==> config.mk <==
export PLATFORM = sky130hd
export DESIGN_NAME = dmem_arbiter
export DESIGN_NICKNAME = d
export VERILOG_FILES = /design/src/rtl/dmem_arbiter.sv
export SDC_FILE = /design/constraint.sdc
export NUM_CORES = 1
export LEC_CHECK = 0
export ABC_AREA = 1
export CELL_PAD_IN_SITES_DETAIL_PLACEMENT = 0
export CELL_PAD_IN_SITES_GLOBAL_PLACEMENT = 1
export CORE_UTILIZATION = 28
export CTS_CLUSTER_DIAMETER = 150
export DETAILED_ROUTE_END_ITERATION = 10
export HOLD_SLACK_MARGIN = 0.1
export PLACE_DENSITY = 0.87
export SETUP_SLACK_MARGIN = 0.4
export SLEW_MARGIN = 10
export SYNTH_ARGS = -nofsm -noshare
export SYNTH_HDL_FRONTEND = slang
export SYNTH_SLANG_ARGS = --single-unit
==> constraint.sdc <==
create_clock -name Clk -period 1.8 [get_ports Clk]
set_input_delay 0.36 -clock Clk [delete_from_list [all_inputs] [get_ports Clk]]
set_output_delay 0.36 -clock Clk [all_outputs]
set_load 0.02 [all_outputs]
==> src/rtl/dmem_arbiter.sv <==
// dmem_arbiter: shares a single-port data memory between the CPU load/store
// path (port 0) and the loader/debug port (port 1). Request/grant/ack
// handshake, round-robin tie-break, fixed-latency memory sequencing.
// Optional build macro CPU_PRIORITY_EN: port 0 always wins a simultaneous
// request (fixed priority) and the round-robin history is dropped.
module dmem_arbiter #(
  parameter int ADDR_W  = 8,
  parameter int DATA_W  = 32,
  parameter int MEM_LAT = 1
) (
  input  logic              Clk,
  input  logic              Reset,
  input  logic              Req0,
  input  logic              We0,
  input  logic [ADDR_W-1:0] Addr0,
  input  logic [DATA_W-1:0] WData0,
  input  logic              Req1,
  input  logic              We1,
  input  logic [ADDR_W-1:0] Addr1,
  input  logic [DATA_W-1:0] WData1,
  output logic [1:0]        Grant,
  output logic [1:0]        Ack,
  output logic [DATA_W-1:0] RData,
  output logic              Busy,
  output logic              MemEN,
  output logic              MemWE,
  output logic [ADDR_W-1:0] MemAddr,
  output logic [DATA_W-1:0] MemWData,
  input  logic [DATA_W-1:0] MemRData
);

  typedef enum logic [1:0] {
    IDLE   = 2'd0,
    ACCESS = 2'd1,
    WAIT   = 2'd2,
    DONE   = 2'd3
  } state_t;

  // MEM_LAT is limited to 1..15, so four bits hold the countdown.
  localparam logic [3:0] LAT_LOAD = 4'(MEM_LAT);

  state_t              state;
  state_t              state_nxt;
  logic                any_req;
  logic                winner;
  logic                winner_nxt;
  logic                lat_we;
  logic [ADDR_W-1:0]   lat_addr;
  logic [DATA_W-1:0]   lat_wdata;
  logic [DATA_W-1:0]   rdata_q;
  logic [3:0]          cnt;
`ifndef CPU_PRIORITY_EN
  logic                last_grant;
`endif

  assign any_req = Req0 | Req1;

  // Pick the port that would win if the arbiter were sampling now.
  always_comb begin
    winner_nxt = 1'b0;
    if (Req0 && Req1) begin
`ifdef CPU_PRIORITY_EN
      winner_nxt = 1'b0;
`else
      winner_nxt = ~last_grant;
`endif
    end else if (Req1) begin
      winner_nxt = 1'b1;
    end
  end

  // State register; reset aborts any transaction in flight.
  always_ff @(posedge Clk or negedge Reset) begin
    if (!Reset) state <= IDLE;
    else        state <= state_nxt;
  end

  // Next-state sequencing: one ACCESS cycle, MEM_LAT WAIT cycles, one DONE.
  always_comb begin
    state_nxt = state;
    case (state)
      IDLE:    if (any_req) state_nxt = ACCESS;
      ACCESS:  state_nxt = WAIT;
      WAIT:    if (cnt == 4'd1) state_nxt = DONE;
      DONE:    state_nxt = IDLE;
      default: state_nxt = IDLE;
    endcase
  end

  // Latch the winner and its request; inputs are ignored outside IDLE.
  always_ff @(posedge Clk or negedge Reset) begin
    if (!Reset) begin
      winner    <= 1'b0;
      lat_we    <= 1'b0;
      lat_addr  <= '0;
      lat_wdata <= '0;
    end else if (state == IDLE && any_req) begin
      winner    <= winner_nxt;
      lat_we    <= winner_nxt ? We1    : We0;
      lat_addr  <= winner_nxt ? Addr1  : Addr0;
      lat_wdata <= winner_nxt ? WData1 : WData0;
    end
  end

  // Latency counter: loaded in ACCESS, counts down through WAIT.
  always_ff @(posedge Clk or negedge Reset) begin
    if (!Reset)                cnt <= 4'd0;
    else if (state == ACCESS)  cnt <= LAT_LOAD;
    else if (state == WAIT)    cnt <= cnt - 4'd1;
  end

  // Capture read data in the last WAIT cycle; writes leave RData alone.
  always_ff @(posedge Clk or negedge Reset) begin
    if (!Reset)                                       rdata_q <= '0;
    else if (state == WAIT && cnt == 4'd1 && !lat_we) rdata_q <= MemRData;
  end

`ifndef CPU_PRIORITY_EN
  // Round-robin history; reset value lets port 0 win the first tie.
  always_ff @(posedge Clk or negedge Reset) begin
    if (!Reset)              last_grant <= 1'b1;
    else if (state == DONE)  last_grant <= winner;
  end
`endif

  assign Grant    = (state == IDLE) ? 2'b00 : (winner ? 2'b10 : 2'b01);
  assign Ack      = (state == DONE) ? (winner ? 2'b10 : 2'b01) : 2'b00;
  assign Busy     = (state != IDLE);
  assign MemEN    = (state == ACCESS);
  assign MemWE    = (state == ACCESS) && lat_we;
  assign MemAddr  = lat_addr;
  assign MemWData = lat_wdata;
  assign RData    = rdata_q;

endmodule
==> reports/qor.txt, run 1 <==
Vias per cell: 4.43
Startpoint Class: flop
Clock transition at the registers of the reported paths: 0.06 ns
Syn. warnings: 0
First-pass GRT wire length: 19200 um
Routed len/inst: 14.7 um
Delay of the slowest critical-path stage: 0.46 ns
DRC violations left: 0
CTS Buf Count: 9
Skew-Pair Late Insertion Delay: 0.33 ns
Routed WL: 13400 um
Crit-path cells: inv_2 > buf_6 > ha_4 > inv_2 > nor2_4 > nand3_4 > buf_12 > clkbuf_16 > nand2_1 > o21ai_2
Worst hold path type: primary input to asynchronous set/reset pin
TritonCTS clock tree: built
Slew Viols, Final: 0
Area Growth Syn to Fin: 78.5%
Unrepaired setup endpoints after global routing: true
Vias in the first global route: 3935
Setup WS pre-CTS: -0.00988 ns
Maximum clock path buffer count: 2
Hold Violations, Final: 0
Leakage: 0.00360 uW
Core ar.: 0.0134 mm2
Syn Nets: 638
Final setup violation count: 0
Post-DP HPWL: 8220 um
Critical path class: flop to flop
Antenna Cells: 0
Sequential area share after synthesis: 52.2%
# H-tree levels: 3
Max Freq: 604 MHz
Synth area leaders: dfrtp_1, nand2_1, nand3_1
Final Wtd Congestion: 0.771
Cell Pwr Density: 1630 mW/mm2
Top cell type by total area after synthesis: dfrtp_1
Layout cells sized above 1: 24.6%
Die H: 120 um
Status: finished clean
Req. time, crit path: 2.02 ns
Mapped cell area: 0.00389 mm2
Post-layout nets: 857
Largest net degree at the start of global routing: 42
Vias: 4037
Setup Skew: 0.00463 ns
Post-Synthesis Cells: 513
Crit path DAT: 1.87 ns
Fin crit share: 91.9%
Antenna Nets Post-Route: 0
Root buffer cell: clkbuf_16
Worst slew margin: 70.7%
Max FO, Critical Path: 8
FP Rows: 42
Slowest stage cell, crit path: dfrtp_2
DR iter-0 viols: 150
Most Frequent Cell on Critical Path: inv_2
Top-area cell type share of the netlist area: 51.5%
Top-Level Pins: 197
Worst slew pin tran: 0.440 ns
Port Buf Inserts: 196
Unique cell type count in the Yosys netlist: 18
Post-synth ARST share: 100%
Tmin final: 1.65 ns
# clock sinks: 81
Initial antenna violation count: 0
VDD IR max: 527 uV
Kind of end point of the critical path: flop
Count leader, synth: nand2_1
Max cap viols: 0
Global route overflow: 0
Die area: 0.0144 mm2
Pre-antenna DRT Iters: 4
Die W: 120 um
WP buf/inv: 5
Yosys reg bits: 81
CP top delay family: buffers and inverters
Fin Hold WS: 0.480 ns
GRT Total Usage: 17.2%
Setup ws final: 0.145 ns
Post-synth EDFFs: 0
Initial Util: 29.0%
Syn_area_per_cell: 7.58 um2
Top post-synthesis cells by count: nand2_1, dfrtp_1, nand3_1, inv_1, o21ai_1
Synth Flop Type: dfrtp_1
-- through the flow --
step | util (%) | std cells | TNS [ns] | power [uW] | instance area, um2
after floorplan | - | 513 | 0 | 6090 | 3890
after global placement | 45.1 | 868 | 0 | 8580 | 6040
after detailed placement | 45.1 | 868 | -0.0149 | 8740 | 6040
after CTS | 49.2 | 894 | 0 | 10500 | 6590
after global routing | 51.8 | 912 | 0 | 12100 | 6940
final | 51.8 | 912 | 0 | 11300 | 6940
-- final timing paths --
path / cells past startpoint / endpoint / slack, ns / start
max: 10 / RData[1] / 0.15 / state[0]
min: 2 / MemWData[19] / 0.48 / Reset
max reg2reg: 10 / RData[1] / 0.15 / state[0]
min reg2reg: 2 / MemWData[0] / 0.48 / MemWData[0]
max in group asynchronous: 3 / MemWData[23] / 0.70 / Reset
min in group Clk: 2 / MemWData[0] / 0.48 / MemWData[0]
-- placed cells by master (no fill, tap or decap), types with 3 or more instances in the layout --
master	instances
ha_4	4
clkdlybuf4s15_2	3
buf_12	9
o21ai_0	4
nand3_1	44
buf_16	5
inv_2	4
buf_6	13
nand2_4	15
o21ai_2	17
clkbuf_16	14
nand2_1	226
clkdlybuf4s50_1	114
dfrtp_1	78
nor2_1	8
buf_4	12
clkbuf_2	47
nand2_2	15
inv_1	38
o21ai_1	14
clkdlybuf4s15_1	22
-- flip-flops by register name (all words and copies together) (netlist names) --
name / cells
winner: 1
MemWData: 32
MemAddr: 8
state: 2
cnt: 4
RData: 32
last_grant: 1
lat_we: 1
-- area by class of cell --
type / instances / area (um2)
repair inverters: 3 / 28.8
clock inverters: 3 / 40.0
flip-flops and latches: 81 / 2030
fillers: 1297 / 6460
repair buffers: 233 / 2340
well taps: 176 / 220
multi-input cells: 360 / 1840
clock buffers: 12 / 256
inverters: 44 / 180
-- kinds of logic after synthesis --
kind of cell / Yosys count / synth area share (%)
AO/OA/AOI/OAI: 39 / 5.31
adder cells (fa/ha/maj): 7 / 2.25
buffers and inverters: 72 / 8.11
flip-flops: 81 / 52.2
AND/OR/NAND/NOR: 314 / 32.1
-- metal layers --
layer | GRT usage [%] | vias up | wire length (um)
li1 | - | 2014 | -
met1 | 19.1 | 1863 | 5290
met2 | 31.2 | 136 | 7140
met3 | 4.37 | 24 | 708
met4 | 7.03 | 0 | 265
met5 | 0 | - | 0
-- report_power, final --
| group | internal, uW | switching [uW] |
|---|---|---|
| clock | 1140 | 692 |
| combinational | 2640 | 3450 |
| sequential | 2740 | 662 |
| total | 6520 | 4810 |
-- what timing repair did --
item | in CTS | in global routing
hold buffers | 1 | 0
buffers inserted | 5 | 10
gates resized for setup | 193 | 149
endpoints found under the hold margin | 20 | 0
pin swaps | 0 | 6
endpoints found under the setup margin | 154 | 141
cloned | 5 | 8
(Power assumes the default switching activity.)
==> inputs of run 2 (changes only) <==
GPL_ROUTABILITY_DRIVEN = 0   (was not set)
SLEW_MARGIN = 40   (was 10)
==> results of run 2 <==
The final DEF is identical to that of run 1; final timing and power are the same.
